==> src/rtl/ula_controle.sv <==
// rtl/ula_controle.sv - command FIFO and IDLE/EXEC/HOLD sequencer feeding the combinational ula
`timescale 1ns/1ps
module ula_controle #(
    parameter int FIFO_DEPTH = 4,
    parameter int CNT_W      = 8
) (
    input  logic                          clk,
    input  logic                          rst,
    input  logic                          cmd_valid,
    output logic                          cmd_ready,
    input  logic [3:0]                    cmd_sel,
    input  logic [1:0]                    cmd_a,
    input  logic                          cmd_b,
    output logic [3:0]                    ula_sel,
    output logic [1:0]                    ula_a,
    output logic                          ula_b,
    input  logic [2:0]                    ula_saida,
    output logic                          res_valid,
    input  logic                          res_ready,
    output logic [2:0]                    res_dado,
    output logic [3:0]                    res_sel,
    output logic                          res_erro,
    output logic [$clog2(FIFO_DEPTH):0]   ocupacao,
    output logic [CNT_W-1:0]              cont_ops
);
    localparam int AW = $clog2(FIFO_DEPTH);

    typedef enum logic [1:0] {IDLE, EXEC, HOLD} state_t;

    state_t        state, state_nxt;
    logic [6:0]    mem [FIFO_DEPTH];
    logic [AW-1:0] wr_ptr, rd_ptr;
    logic [AW:0]   count;
    logic          full, empty, push, pop;

    assign full      = (count == (AW+1)'(FIFO_DEPTH));
    assign empty     = (count == '0);
    // No bypass: a full FIFO refuses commands even when it pops this cycle.
    assign cmd_ready = !rst && !full;
    assign push      = cmd_valid && cmd_ready;
    assign pop       = (state == IDLE) && !empty;
    assign ocupacao  = count;

    always_ff @(posedge clk) begin
        if (push) begin
            mem[wr_ptr] <= {cmd_sel, cmd_a, cmd_b};
        end
    end

    always_ff @(posedge clk) begin
        if (rst) begin
            wr_ptr <= '0;
            rd_ptr <= '0;
            count  <= '0;
        end else begin
            if (push) wr_ptr <= wr_ptr + AW'(1);
            if (pop)  rd_ptr <= rd_ptr + AW'(1);
            case ({push, pop})
                2'b10:   count <= count + (AW+1)'(1);
                2'b01:   count <= count - (AW+1)'(1);
                default: count <= count;
            endcase
        end
    end

    always_ff @(posedge clk) begin
        if (rst) state <= IDLE;
        else     state <= state_nxt;
    end

    always_comb begin
        state_nxt = state;
        case (state)
            IDLE:    if (!empty) state_nxt = EXEC;
            EXEC:    state_nxt = HOLD;
            HOLD:    if (res_ready) state_nxt = IDLE;
            default: state_nxt = IDLE;
        endcase
    end

    // ula_* only move on a pop, so the ALU inputs stay quiet while idle.
    always_ff @(posedge clk) begin
        if (rst) begin
            ula_sel   <= '0;
            ula_a     <= '0;
            ula_b     <= 1'b0;
            res_valid <= 1'b0;
            res_dado  <= '0;
            res_sel   <= '0;
            res_erro  <= 1'b0;
            cont_ops  <= '0;
        end else begin
            if (pop) begin
                {ula_sel, ula_a, ula_b} <= mem[rd_ptr];
            end
            if (state == EXEC) begin
                res_valid <= 1'b1;
                res_sel   <= ula_sel;
                if (ula_sel == 4'b0011 && !ula_b) begin
                    res_dado <= 3'b000;
                    res_erro <= 1'b1;
                end else begin
                    res_dado <= ula_saida;
                    res_erro <= 1'b0;
                end
            end
            if (state == HOLD && res_ready) begin
                res_valid <= 1'b0;
                cont_ops  <= cont_ops + CNT_W'(1);
            end
        end
    end
endmodule

==> config.mk <==
export PLATFORM = sky130hd
export DESIGN_NAME = ula_controle
export DESIGN_NICKNAME = d
export VERILOG_FILES = /design/src/rtl/ula_controle.sv
export SDC_FILE = /design/constraint.sdc
export NUM_CORES = 1
export LEC_CHECK = 0
export BUFFER_PORTS_ARGS = -buffer_cell sky130_fd_sc_hd__clkbuf_2
export CORE_ASPECT_RATIO = 0.7
export CORE_MARGIN = 5
export CORE_UTILIZATION = 30
export DETAILED_ROUTE_END_ITERATION = 6
export GPL_TIMING_DRIVEN = 0
export PLACE_DENSITY = 0.5
export SLEW_MARGIN = 20
export SYNTH_ARGS = -nofsm -noshare
export SYNTH_HDL_FRONTEND = slang
export SYNTH_SLANG_ARGS = --single-unit
==> constraint.sdc <==
create_clock -name clk -period 2.8 [get_ports clk]
set_clock_uncertainty 0.2 [all_clocks]
set_input_delay 0.84 -clock clk [delete_from_list [all_inputs] [get_ports clk]]
set_output_delay 0.84 -clock clk [all_outputs]
set_load 0.1 [all_outputs]
# Word-level counts from Yosys, hierarchy flattened
# Memory sizes are Yosys's and may differ from the RTL's. A register that Yosys moved wholly into a read port is not among the register bits.
# Cells that the tools add are included.
[totals]
ff_bits = 26
ram_bits = 28
inputBits = 14
out_inout_bits = 28
elab_cells = 45
n_memories = 1
[mem_list]
columns = ["memory", "depth", "width", "read_ports", "rd_clocked_by_memory_dff", "write_ports", "line", "text"]
rows = [
  ["mem", 4, 7, 1, 1, 1, "31", "logic [6:0] mem [FIFO_DEPTH];"],
]
[classes]
n_addsub = 5
n_eq_ne = 8
mux = 8
n_reduce_logical = 14
[ops]
columns = ["operator", "n"]
rows = [
  ["$add 8x1->8 const B", 1],
  ["$pmux 2 s3", 1],
  ["$pmux 3 s2", 1],
  ["$logic_and 1x1->1", 5],
  ["$add 2x1->2 const B", 2],
  ["$eq 2x1->1 const B", 2],
  ["$eq 2x2->1 const B", 2],
  ["$eq 4x2->1 const B", 1],
  ["$logic_not 1->1", 4],
  ["$mux 2", 2],
  ["$ne 2x2->1 const B", 2],
  ["$add 3x1->3 const B", 1],
  ["$eq 3x3->1 const B", 1],
  ["$logic_not 3->1", 1],
  ["$mux 1", 3],
  ["$mux 3", 1],
  ["$sub 3x1->3 const B", 1],
  ["$logic_not 2->1", 1],
  ["$reduce_and 2->1", 1],
  ["$reduce_bool 2->1", 1],
  ["$reduce_or 2->1", 1],
]

# Logic depth before layout (Yosys ltp)
# Gate-level depths: netlist (run 1).
[logic_depth]
word_depth = 6
mapped_depth = 9
ltp_nobuf = 9

# Worst setup path before layout (run 1)
# OpenSTA, ideal clock, no wires.
[synth_path]
kind = "input to output"
from = "in rst"
to = "out cmd_ready"
arrival_time_ns = 2.527
required_ns = 1.760
setup_slack_ns = -0.767
stages = 3
path_buffers = 2
cell_sequence = "clkbuf_1 > clkbuf_1 > nor2_1"
[synth_via]
elab_chain_len = 2
[synth_lines]
columns = ["element", "line", "text"]
rows = [
  ["start: declaration", "8", "input logic rst,"],
  ["$logic_not 1->1", "39", "assign cmd_ready = !rst && !full;"],
  ["$logic_and 1x1->1", "39", ""],
  ["end: declaration", "10", "output logic cmd_ready,"],
]
# No other way between the ends.

# Worst setup path in the final report (run 1)
# Ends and elaborated chain as after synthesis.

==> metrics, run 1 <==
setup violators final 0; wire length per cell 14.5 um; first-pass GRT wire length 8760 um; IO Pins 42; CP Launch Type input pin; Synth Area in Compound Gates 9.48%; ANT cells 0; Synth Area in XOR/XNOR 1.40%; CP max FO 10; Syn Nets 228; die area 10300 um^2; delay-heaviest family, CP buffers and inverters; Die Wd 119 um; most used cell, CP clkbuf_2; Synth Area in Simple Gates 13.8%; critical path class input pin to output pin; number of global-route vias before repair 1712; initial core utilization 31.3%; CTS root buf clkbuf_16; CP Cell Sequence clkbuf_2, clkbuf_2, nor2_4, clkbuf_8; DRC errors left 0; Sequential Power Share 31.4%; Area growth, synth to finish 27.8%; final core occ 40.0%; P_int 2.28 mW; cts hold-fix bufs 0; status complete, no violations; RSZ-0062 raised after global routing false; Overall Power 3.80 mW; slowest stage delay, CP 0.26 ns; fill count 776; period utilization 96.8%; power per cell area 1190 nW/um^2; Comb pwr share 35.7%; CTS resizes 4; Fin Hold WS 0.255 ns; count of different cell masters after synthesis 41; cell taking the most area after synthesis edfxtp_1; Critical Path RT 1.76 ns; peak supply drop 0.636 mV; post-DP HPWL 3800 um; Max Cap Violations 0; global placer's final weighted congestion 0.685; count leader, synth dfxtp_1; Die Height 86.3 um; total CTS buffers 9; Leak 1.20 nW; CORE AREA 7970 um^2; Post-Syn Area 2490 um^2; Slowest cell on crit path clkbuf_2; Worst-Skew Late Latency 0.32 ns; post-CTS setup buffers 0; Synth top area share 33.7%; DR vias 1718; cell count after placement 348; Switching Fraction 39.9%; Max Freq 369 MHz; Longest Clk Path Bufs 2; synth cell count leaders dfxtp_1 (33), edfxtp_1 (28), a21oi_1 (23); vias per cell 4.72; Final Instance Area 3190 um^2; largest family of logic cells by synthesized area simple AND/OR/NAND/NOR gates; nets 279; final WL 5260 um; first-iteration detailed-routing DRC count 138; Yosys warning count 0; Synth Area in Adders 3.81%; CTS H-tree depth 3; placed cell areas 2840 um^2; # rows 27; worst-margin pin slew 0.566 ns; Synth Register Bits 61; clock network fraction of design power 32.9%; crit path buf inv count 3; CP arrival 1.67 ns; Mean Syn Cell Area 12.1 um^2; global route overflow 0; fin cells 364; antenna violations before repair 0; GRT Total Usage 11.0%; register area share after synthesis 60.2%; Max-slew headroom 62.1%; worst hold-check path type register to register; Hold Fails Final Rpt 0; Max Slew Vio Count 0; Syn Inst Count 207; CTS tree built; Synth async-reset ratio 0%; largest net degree at the start of global routing 12; share of post-route cells with drive strength above 1 29.7%; synth top area cells edfxtp_1 (34%), dfxtp_1 (26%), mux4_2 (6.3%); Worst Setup End Kind output pin; number of synthesized flops with an enable pin 28; mux contribution to synthesized area 8.02%; Port Buffers 40; top_reg_cell synth dfxtp_1; clock sinks 61; Detail Route Antenna Nets 0; Tmin final 2.71 ns; router iterations before antenna repair 4; switching power 1.52 mW; Reg clk slew, reported paths 0.05 ns
[worst reg2reg max path, stage by stage (launching register included)]
cell	delay, ns
dfxtp_1	0.37
or2_1	0.26
clkbuf_1	0.21
nor2_1	0.21
ha_1	0.21
inv_1	0.06
fa_1	0.37
xor2_1	0.16
or3_1	0.31
a21oi_1	0.13
[flip-flops by register name (all words and copies together) (netlist names)]
register	cells
cont_ops	8
mem	28
ocupacao	3
rd_ptr	2
res_dado	3
res_erro	1
res_sel	4
res_valid	1
state	2
ula_a	2
ula_b	1
ula_sel	4
wr_ptr	2
[metrics by stage]
stage / setup slack [ns] / TNS, ns
after global placement: -0.434 / -0.606
after CTS: 0.0642 / 0
final: 0.0899 / 0
after floorplan: -0.0235 / -0.0235
after global routing: 0.0254 / 0
after detailed placement: -0.432 / -0.598
[placed cells by master, fill, tap and decap left out, types with 2 or more instances in the layout]
| cell | count |
|---|---|
| nand3_1 | 8 |
| dfxtp_2 | 3 |
| o21ai_0 | 12 |
| clkbuf_1 | 5 |
| or3_1 | 6 |
| or4_1 | 2 |
| mux2i_1 | 2 |
| mux4_2 | 7 |
| bufinv_16 | 3 |
| nand2_1 | 14 |
| dfxtp_1 | 30 |
| ha_1 | 6 |
| and2_1 | 4 |
| buf_2 | 2 |
| nand2b_1 | 2 |
| o211ai_1 | 3 |
| a21oi_1 | 23 |
| inv_1 | 9 |
| nor3b_2 | 2 |
| clkbuf_2 | 42 |
| edfxtp_1 | 28 |
| nor3_1 | 2 |
| o31ai_1 | 2 |
| nor2_1 | 12 |
| xor2_1 | 3 |
| clkbuf_16 | 9 |
[layout make-up]
class	count	area (um^2)	area share, %
Buffer	11	51.3	1.61
Clock buffer	10	229	7.18
Clock inverter	6	111	3.49
Inverter	9	33.8	1.06
Multi-Input combinational cell	126	923	29.0
Sequential cell	61	1510	47.2
Tap cell	101	126	3.96
Timing Repair Buffer	40	209	6.55
[worst paths after layout]
check              start          end  slack [ns]  cells after the start
min          res_dado[1]  res_dado[1]        0.26                      2
min reg2reg  res_dado[1]  res_dado[1]        0.26                      2
max reg2reg     state[1]  ocupacao[2]        0.25                      9
max                  rst    cmd_ready        0.09                      4
[layer usage]
| metal | vias to the layer above | part of all wire, % | track usage (%) | wire length (um) |
|---|---|---|---|---|
| met5 | - | 0 | 0 | 0 |
| met4 | 0 | 0.87 | 4.42 | 46 |
| met3 | 4 | 4.8 | 4.63 | 252 |
| met2 | 40 | 41 | 14.6 | 2180 |
| met1 | 816 | 53 | 15.6 | 2790 |
| li1 | 858 | - | - | - |
[cells by family (layout without fill, tap and decap cells)]
logic type / after synthesis / in the layout
adders and majority gates: 7 / 7
and+or+nand+nor: 62 / 62
xor gates and xnor gates: 4 / 4
muxes: 11 / 11
buffers and inverters: 20 / 76
DFF: 61 / 61
AOI/OAI and AO/OA: 42 / 42
[power groups by stage]
| stage | Clock (mW) | Combinational (mW) | Sequential, mW |
|---|---|---|---|
| global route | 1.32 | 1.48 | 1.22 |
| CTS | 1.28 | 1.38 | 1.20 |
| finish | 1.25 | 1.36 | 1.19 |
| detailed placement | 0 | 1.36 | 1.21 |
| global placement | 0 | 1.36 | 1.21 |
| floorplan | 0 | 0.559 | 1.75 |
No activity file was read; power rests on OpenSTA's default activity.
==> run 2, diff against run 1 <==
ABC_AREA = 1   (was not set)
MAX_ROUTING_LAYER = met4   (was not set)
==> run 2 against run 1 <==
Flip-flop and latch count stayed put; first-iteration DRC count rose by 0.72%; total power decreased by 2.3%; non-clock buffer count shrank 1.
==> metrics, run 2 <==
cell count after placement 480 (was 348); Die Wd 123 um (was 119 um); count leader, synth nand2_1 (was dfxtp_1); Detail Route Antenna Nets 0 (unchanged); Comb pwr share 42.9% (was 35.7%); Post-Syn Area 2690 um^2 (was 2490 um^2); commonest non-fill, non-tap cell in the layout nand2_1 (was clkbuf_2); wire length per cell 12.1 um (was 14.5 um); Setup TNS 0 ns (unchanged); CTS H-tree depth 3 (unchanged); synth cell count leaders nand2_1 (81), inv_1 (56), nor2_1 (36) (was dfxtp_1 (33), edfxtp_1 (28), a21oi_1 (23)); worst-margin pin slew 0.768 ns (was 0.566 ns); power per cell area 1120 nW/um^2 (was 1190 nW/um^2); total CTS buffers 9 (unchanged); setup ws final 0.163 ns (was 0.0899 ns); Hold EP res_dado[2] (was res_dado[1]); cell taking the most area after synthesis edfxtp_1 (unchanged); Die Height 89.2 um (was 86.3 um); number of global-route vias before repair 2065 (was 1712); Area growth, synth to finish 23.5% (was 27.8%); final WL 5970 um (was 5260 um); global placer's final weighted congestion 0.769 (was 0.685); global route overflow 0 (unchanged); initial core utilization 31.3% (about the same); GR Util met2 17.3% (was 14.6%); share of post-route cells with drive strength above 1 19.7% (was 29.7%); peak supply drop 0.418 mV (was 0.636 mV); CP Launch Type input pin (unchanged); post-DP HPWL 4330 um (was 3800 um); Port Buffers 41 (was 40); first-iteration detailed-routing DRC count 139 (was 138); CORE AREA 8580 um^2 (was 7970 um^2); Synth Register Bits 61 (unchanged); Hold Path Depth 2 (unchanged); ANT cells 0 (unchanged); die area 11000 um^2 (was 10300 um^2); most used cell, CP clkbuf_2 (unchanged); fin cells 495 (was 364); Slowest cell on crit path clkbuf_2 (unchanged); Sequential Power Share 31.4% (about the same); met3 usage 4.17% (was 4.63%); DRC errors left 0 (unchanged); antenna violations before repair 0 (unchanged); pre-CTS WS 0.0480 ns (was -0.432 ns); register area share after synthesis 55.9% (was 60.2%); CTS resizes 0 (was 4); worst hold-check path type register to register (unchanged); placed cell areas 3060 um^2 (was 2840 um^2); critical path class input pin to output pin (unchanged); Reg clk slew, reported paths 0.05 ns (about the same); top_reg_cell synth dfxtp_1 (unchanged); terminus of the critical flop-to-flop path ocupacao[2] (unchanged); Hold Fails Final Rpt 0 (unchanged); Longest Clk Path Bufs 2 (unchanged); Syn Inst Count 319 (was 207); R2R setup slack 0.52 ns (was 0.25 ns); slowest stage delay, CP 0.48 ns (was 0.26 ns); clock sinks 61 (unchanged); R2R Path Start ocupacao[0] (was state[1]); hold_sp res_dado[2] (was res_dado[1]); Leak 1.57 nW (was 1.20 nW); Largest regs mem x28, cont_ops x8 (unchanged); Final Instance Area 3320 um^2 (was 3190 um^2); period utilization 94.2% (was 96.8%); worst r2r path cells 14 (was 9); vias per cell 4.18 (was 4.72); Max Slew Vio Count 0 (unchanged); final core occ 38.6% (was 40.0%); switching power 1.69 mW (was 1.52 mW); CP Cell Sequence clkbuf_2, a31oi_4, clkbuf_2 (was clkbuf_2, clkbuf_2, nor2_4, clkbuf_8); Syn Nets 340 (was 228); status complete, no violations (unchanged); Synth async-reset ratio 0% (unchanged); Max Freq 379 MHz (was 369 MHz); Yosys warning count 0 (unchanged); Worst-Skew Late Latency 0.32 ns (about the same); Biggest register mem (unchanged); GRT Total Usage 12.4% (was 11.0%); Max Cap Violations 0 (unchanged); first-pass GRT wire length 9830 um (was 8760 um); Synth top area share 31.3% (was 33.7%); count of different cell masters after synthesis 23 (was 41); clock network fraction of design power 25.7% (was 32.9%); cts hold-fix bufs 0 (unchanged); Fin Hold WS 0.266 ns (was 0.255 ns); Mean Syn Cell Area 8.42 um^2 (was 12.1 um^2); largest net degree at the start of global routing 11 (was 12); P_int 2.02 mW (was 2.28 mW); IO Pins 42 (unchanged); CTS tree built (unchanged); post-CTS setup buffers 0 (unchanged); GR peak layer met2 (was met1); synth top area cells edfxtp_1 (31%), dfxtp_1 (25%), nand2_1 (11%) (was edfxtp_1 (34%), dfxtp_1 (26%), mux4_2 (6.3%)); crit path buf inv count 2 (was 3); setup violators final 0 (unchanged); Worst Setup End Kind output pin (unchanged); Tmin final 2.64 ns (was 2.71 ns); most frequent cells in the layout nand2_1 (81), inv_1 (56), clkbuf_2 (41), nor2_1 (36), dfxtp_1 (30) (was clkbuf_2 (42), dfxtp_1 (30), edfxtp_1 (28), a21oi_1 (23), nand2_1 (14)); number of synthesized flops with an enable pin 28 (unchanged); CP arrival 1.60 ns (was 1.67 ns); Overall Power 3.71 mW (was 3.80 mW); DR vias 2067 (was 1718); CTS root buf clkbuf_16 (unchanged); Switching Fraction 45.6% (was 39.9%); RSZ-0062 raised after global routing false (unchanged); # rows 28 (was 27); Critical Path RT 1.76 ns (about the same); GR Util met1 16.0% (was 15.6%); Max-slew headroom 48.6% (was 62.1%); nets 392 (was 279); CP max FO 3 (was 10); router iterations before antenna repair 4 (unchanged); Largest register FFs 28 (unchanged); delay-heaviest family, CP buffers and inverters (unchanged)
## run 2: logic make-up (layout without fill, tap and decap cells)
logic type      count (synthesis)  in the layout  share of synthesized area, %
compound gates                 27             27                          5.08
xor+xnor                        2              2                         0.652
fa+ha+maj                       7              7                          3.54
buf+inv                        69            125                          10.6
flops                          61             61                          55.9
simple gates                  153            153                          24.2
## run 2: worst max-delay path by stage
stage	from	to	depth (start not counted)
after floorplan	ocupacao[0]	cmd_ready	2
after global placement	rst	mem[2][0]	4
after detailed placement	rst	ocupacao[2]	12
after CTS	rst	cmd_ready	3
after global routing	rst	cmd_ready	3
final	rst	cmd_ready	3
## run 2: per-layer routing
metal,vias up,share of wire [%]
li1,1100,-
met1,927,52
met2,34,43
met3,6,4.2
met4,0,1.3
met5,-,0
## run 2: tightest hold or removal path, cell delays in order (launching register included)
cell     delay, ns
dfxtp_1       0.31
nand2_1       0.06
a21oi_1       0.05
## run 2: power by group through the flow
stage,clock (mW),combinational [mW],sequential [mW]
2_1_floorplan,0,0.656,1.83
3_3_place_gp,0,1.60,1.18
3_5_place_dp,0,1.61,1.18
4_1_cts,0.990,1.61,1.17
5_1_grt,1.03,1.75,1.18
6_report,0.954,1.60,1.16
## run 2: final cells by class
type	count	area (um^2)
buffer	9	58.8
clock buffer	11	243
clock inverter	4	15.0
fill	901	5270
inverter	60	225
multi-input combinational	189	915
sequential	61	1510
tap	120	150
timing repair buffer	41	205
==> run 3, diff against run 2 <==
MAX_ROUTING_LAYER = not set   (was met4)
REMOVE_ABC_BUFFERS = 1   (was not set)
==> run 3 against run 2 <==
Combinational power shrank 8%; routed wire length decreased by 5.5%; utilization down 0.26 points; final area is 0.68% lower; final cell count decreased by 1.2%; worst setup slack got worse by 0.039 ns; critical endpoint unchanged.
==> metrics, run 3 (synthesized netlist as in run 2, its figures left out) <==
worst r2r path cells 13 (was 14); hold_sp res_dado[2] (unchanged); Max-slew headroom 53.5% (was 48.6%); Overall Power 3.71 mW (about the same); Slowest cell on crit path a31oi_1 (was clkbuf_2); Met1 Routed Length 2960 um (was 3080 um); worst-margin pin slew 0.694 ns (was 0.768 ns); worst hold-check path type register to register (unchanged); Critical Path RT 1.76 ns (about the same); largest net degree at the start of global routing 19 (was 11); GRT Total Usage 11.5% (was 12.4%); delay-heaviest family, CP buffers and inverters (unchanged); global route overflow 0 (unchanged); first-pass GRT wire length 9520 um (was 9830 um); wire length per cell 11.5 um (was 12.1 um); CP max FO 13 (was 3); met2 wire len 2310 um (was 2560 um); clock sinks 61 (unchanged); Worst Setup End Kind output pin (unchanged); DRC errors left 0 (unchanged); CP Launch Type input pin (unchanged); Largest register FFs 28 (unchanged); Tmin final 2.68 ns (was 2.64 ns); CTS root buf clkbuf_16 (unchanged); power per cell area 1130 nW/um^2 (was 1120 nW/um^2); die area 11000 um^2 (unchanged); Port Buffers 41 (unchanged); global placer's final weighted congestion 0.732 (was 0.769); Detail Route Antenna Nets 0 (unchanged); first-iteration detailed-routing DRC count 114 (was 139); number of global-route vias before repair 1911 (was 2065); terminus of the critical flop-to-flop path ocupacao[2] (unchanged); Hold EP res_dado[2] (unchanged); Area growth, synth to finish 22.7% (was 23.5%); period utilization 95.6% (was 94.2%); Max Slew Vio Count 0 (unchanged); most frequent cells in the layout nand2_1 (81), inv_1 (55), clkbuf_2 (40), nor2_1 (35), dfxtp_1 (33) (was nand2_1 (81), inv_1 (56), clkbuf_2 (41), nor2_1 (36), dfxtp_1 (30)); Biggest register mem (unchanged); CORE AREA 8580 um^2 (unchanged); peak supply drop 0.409 mV (was 0.418 mV); Hold Path Depth 2 (unchanged); CTS tree built (unchanged); vias per cell 4.12 (was 4.18); final WL 5640 um (was 5970 um); Top Layer Used met4 (unchanged); Worst-Skew Late Latency 0.32 ns (about the same); CTS H-tree depth 3 (unchanged); Final Instance Area 3290 um^2 (was 3320 um^2); initial core utilization 31.3% (unchanged); IO Pins 42 (unchanged); R2R Path Start ocupacao[1] (was ocupacao[0]); ANT cells 0 (unchanged); RSZ-0062 raised after global routing false (unchanged); total CTS buffers 9 (unchanged); share of post-route cells with drive strength above 1 19.2% (was 19.7%); slowest stage delay, CP 0.30 ns (was 0.48 ns); cts hold-fix bufs 0 (unchanged); CP arrival 1.64 ns (was 1.60 ns); Max Freq 374 MHz (was 379 MHz); Reg clk slew, reported paths 0.05 ns (about the same); crit path buf inv count 2 (unchanged); status complete, no violations (unchanged); router iterations before antenna repair 4 (unchanged); Longest Clk Path Bufs 2 (unchanged); antenna violations before repair 0 (unchanged); placed cell areas 2980 um^2 (was 3060 um^2); post-DP HPWL 3950 um (was 4330 um); routed wl met3 259 um (was 250 um); setup violators final 0 (unchanged); Max Cap Violations 0 (unchanged); # rows 28 (unchanged); Leak 1.55 nW (was 1.57 nW); commonest non-fill, non-tap cell in the layout nand2_1 (unchanged); Largest regs mem x28, cont_ops x8 (unchanged); R2R setup slack 0.59 ns (was 0.52 ns); CP Cell Sequence clkbuf_2, a31oi_1, buf_6 (was clkbuf_2, a31oi_4, clkbuf_2); nets 385 (was 392); critical path class input pin to output pin (unchanged); Hold Fails Final Rpt 0 (unchanged); Die Wd 123 um (unchanged); DR vias 2013 (was 2067); Die Height 89.2 um (unchanged)
[run 3: how the worst max path moves through the flow]
stage                 from        end  slack, ns  cells past startpoint
2_1_floorplan  ocupacao[1]  cmd_ready      -1.21                      2
3_3_place_gp           rst  mem[2][1]      -0.60                      4
3_5_place_dp           rst  mem[2][1]      -0.63                      4
4_1_cts                rst  cmd_ready       0.04                      3
5_1_grt                rst  cmd_ready       0.03                      3
6_report               rst  cmd_ready       0.12                      3
[run 3: where the power goes]
group	switching, mW	internal (mW)
sequential	0.125	1.07
combinational	1.18	0.292
clock	0.369	0.669
[run 3: what timing repair did]
| item | 4_1_cts | 5_1_grt |
|---|---|---|
| resized for setup | 3 | 2 |
| cloned | 1 | 0 |
| endpoints found under the setup margin | 31 | 1 |
| hold endpoints to repair | 0 | 0 |
| setup buffers | 1 | 0 |
[run 3: area by class of cell]
type | instances | area, um^2
Sequential cell | 61 | 1500
Tap cell | 120 | 150
Clock buffer | 12 | 268
Timing Repair Buffer | 42 | 219
Timing Repair inverter | 1 | 5.00
Inverter | 60 | 229
Fill cell | 887 | 5290
Clock inverter | 4 | 20.0
Multi-Input combinational cell | 189 | 902
[run 3: worst min-delay path, stage by stage, from the launching register on]
cell and delay (ns):
dfxtp_1 0.30, nand2_1 0.06, a21oi_1 0.05
[run 3: metal layers]
metal,track usage (%),vias to the layer above
li1,-,1084
met1,15.3,888
met2,16.8,31
met3,4.43,10
met4,5.13,0
met5,0,-
[run 3: through the flow]
stage / TNS [ns] / hold slack (ns) / setup WS, ns / cells / utilization [%]
CTS: 0 / 0.268 / 0.0351 / 489 / 38.3
finish: 0 / 0.264 / 0.124 / 489 / 38.4
global placement: -17.81 / 0.255 / -0.597 / 471 / 34.7
detailed placement: -17.97 / 0.260 / -0.625 / 471 / 34.7
floorplan: -1.93 / 0.283 / -1.21 / 310 / -
global route: 0 / 0.297 / 0.0280 / 489 / 38.4
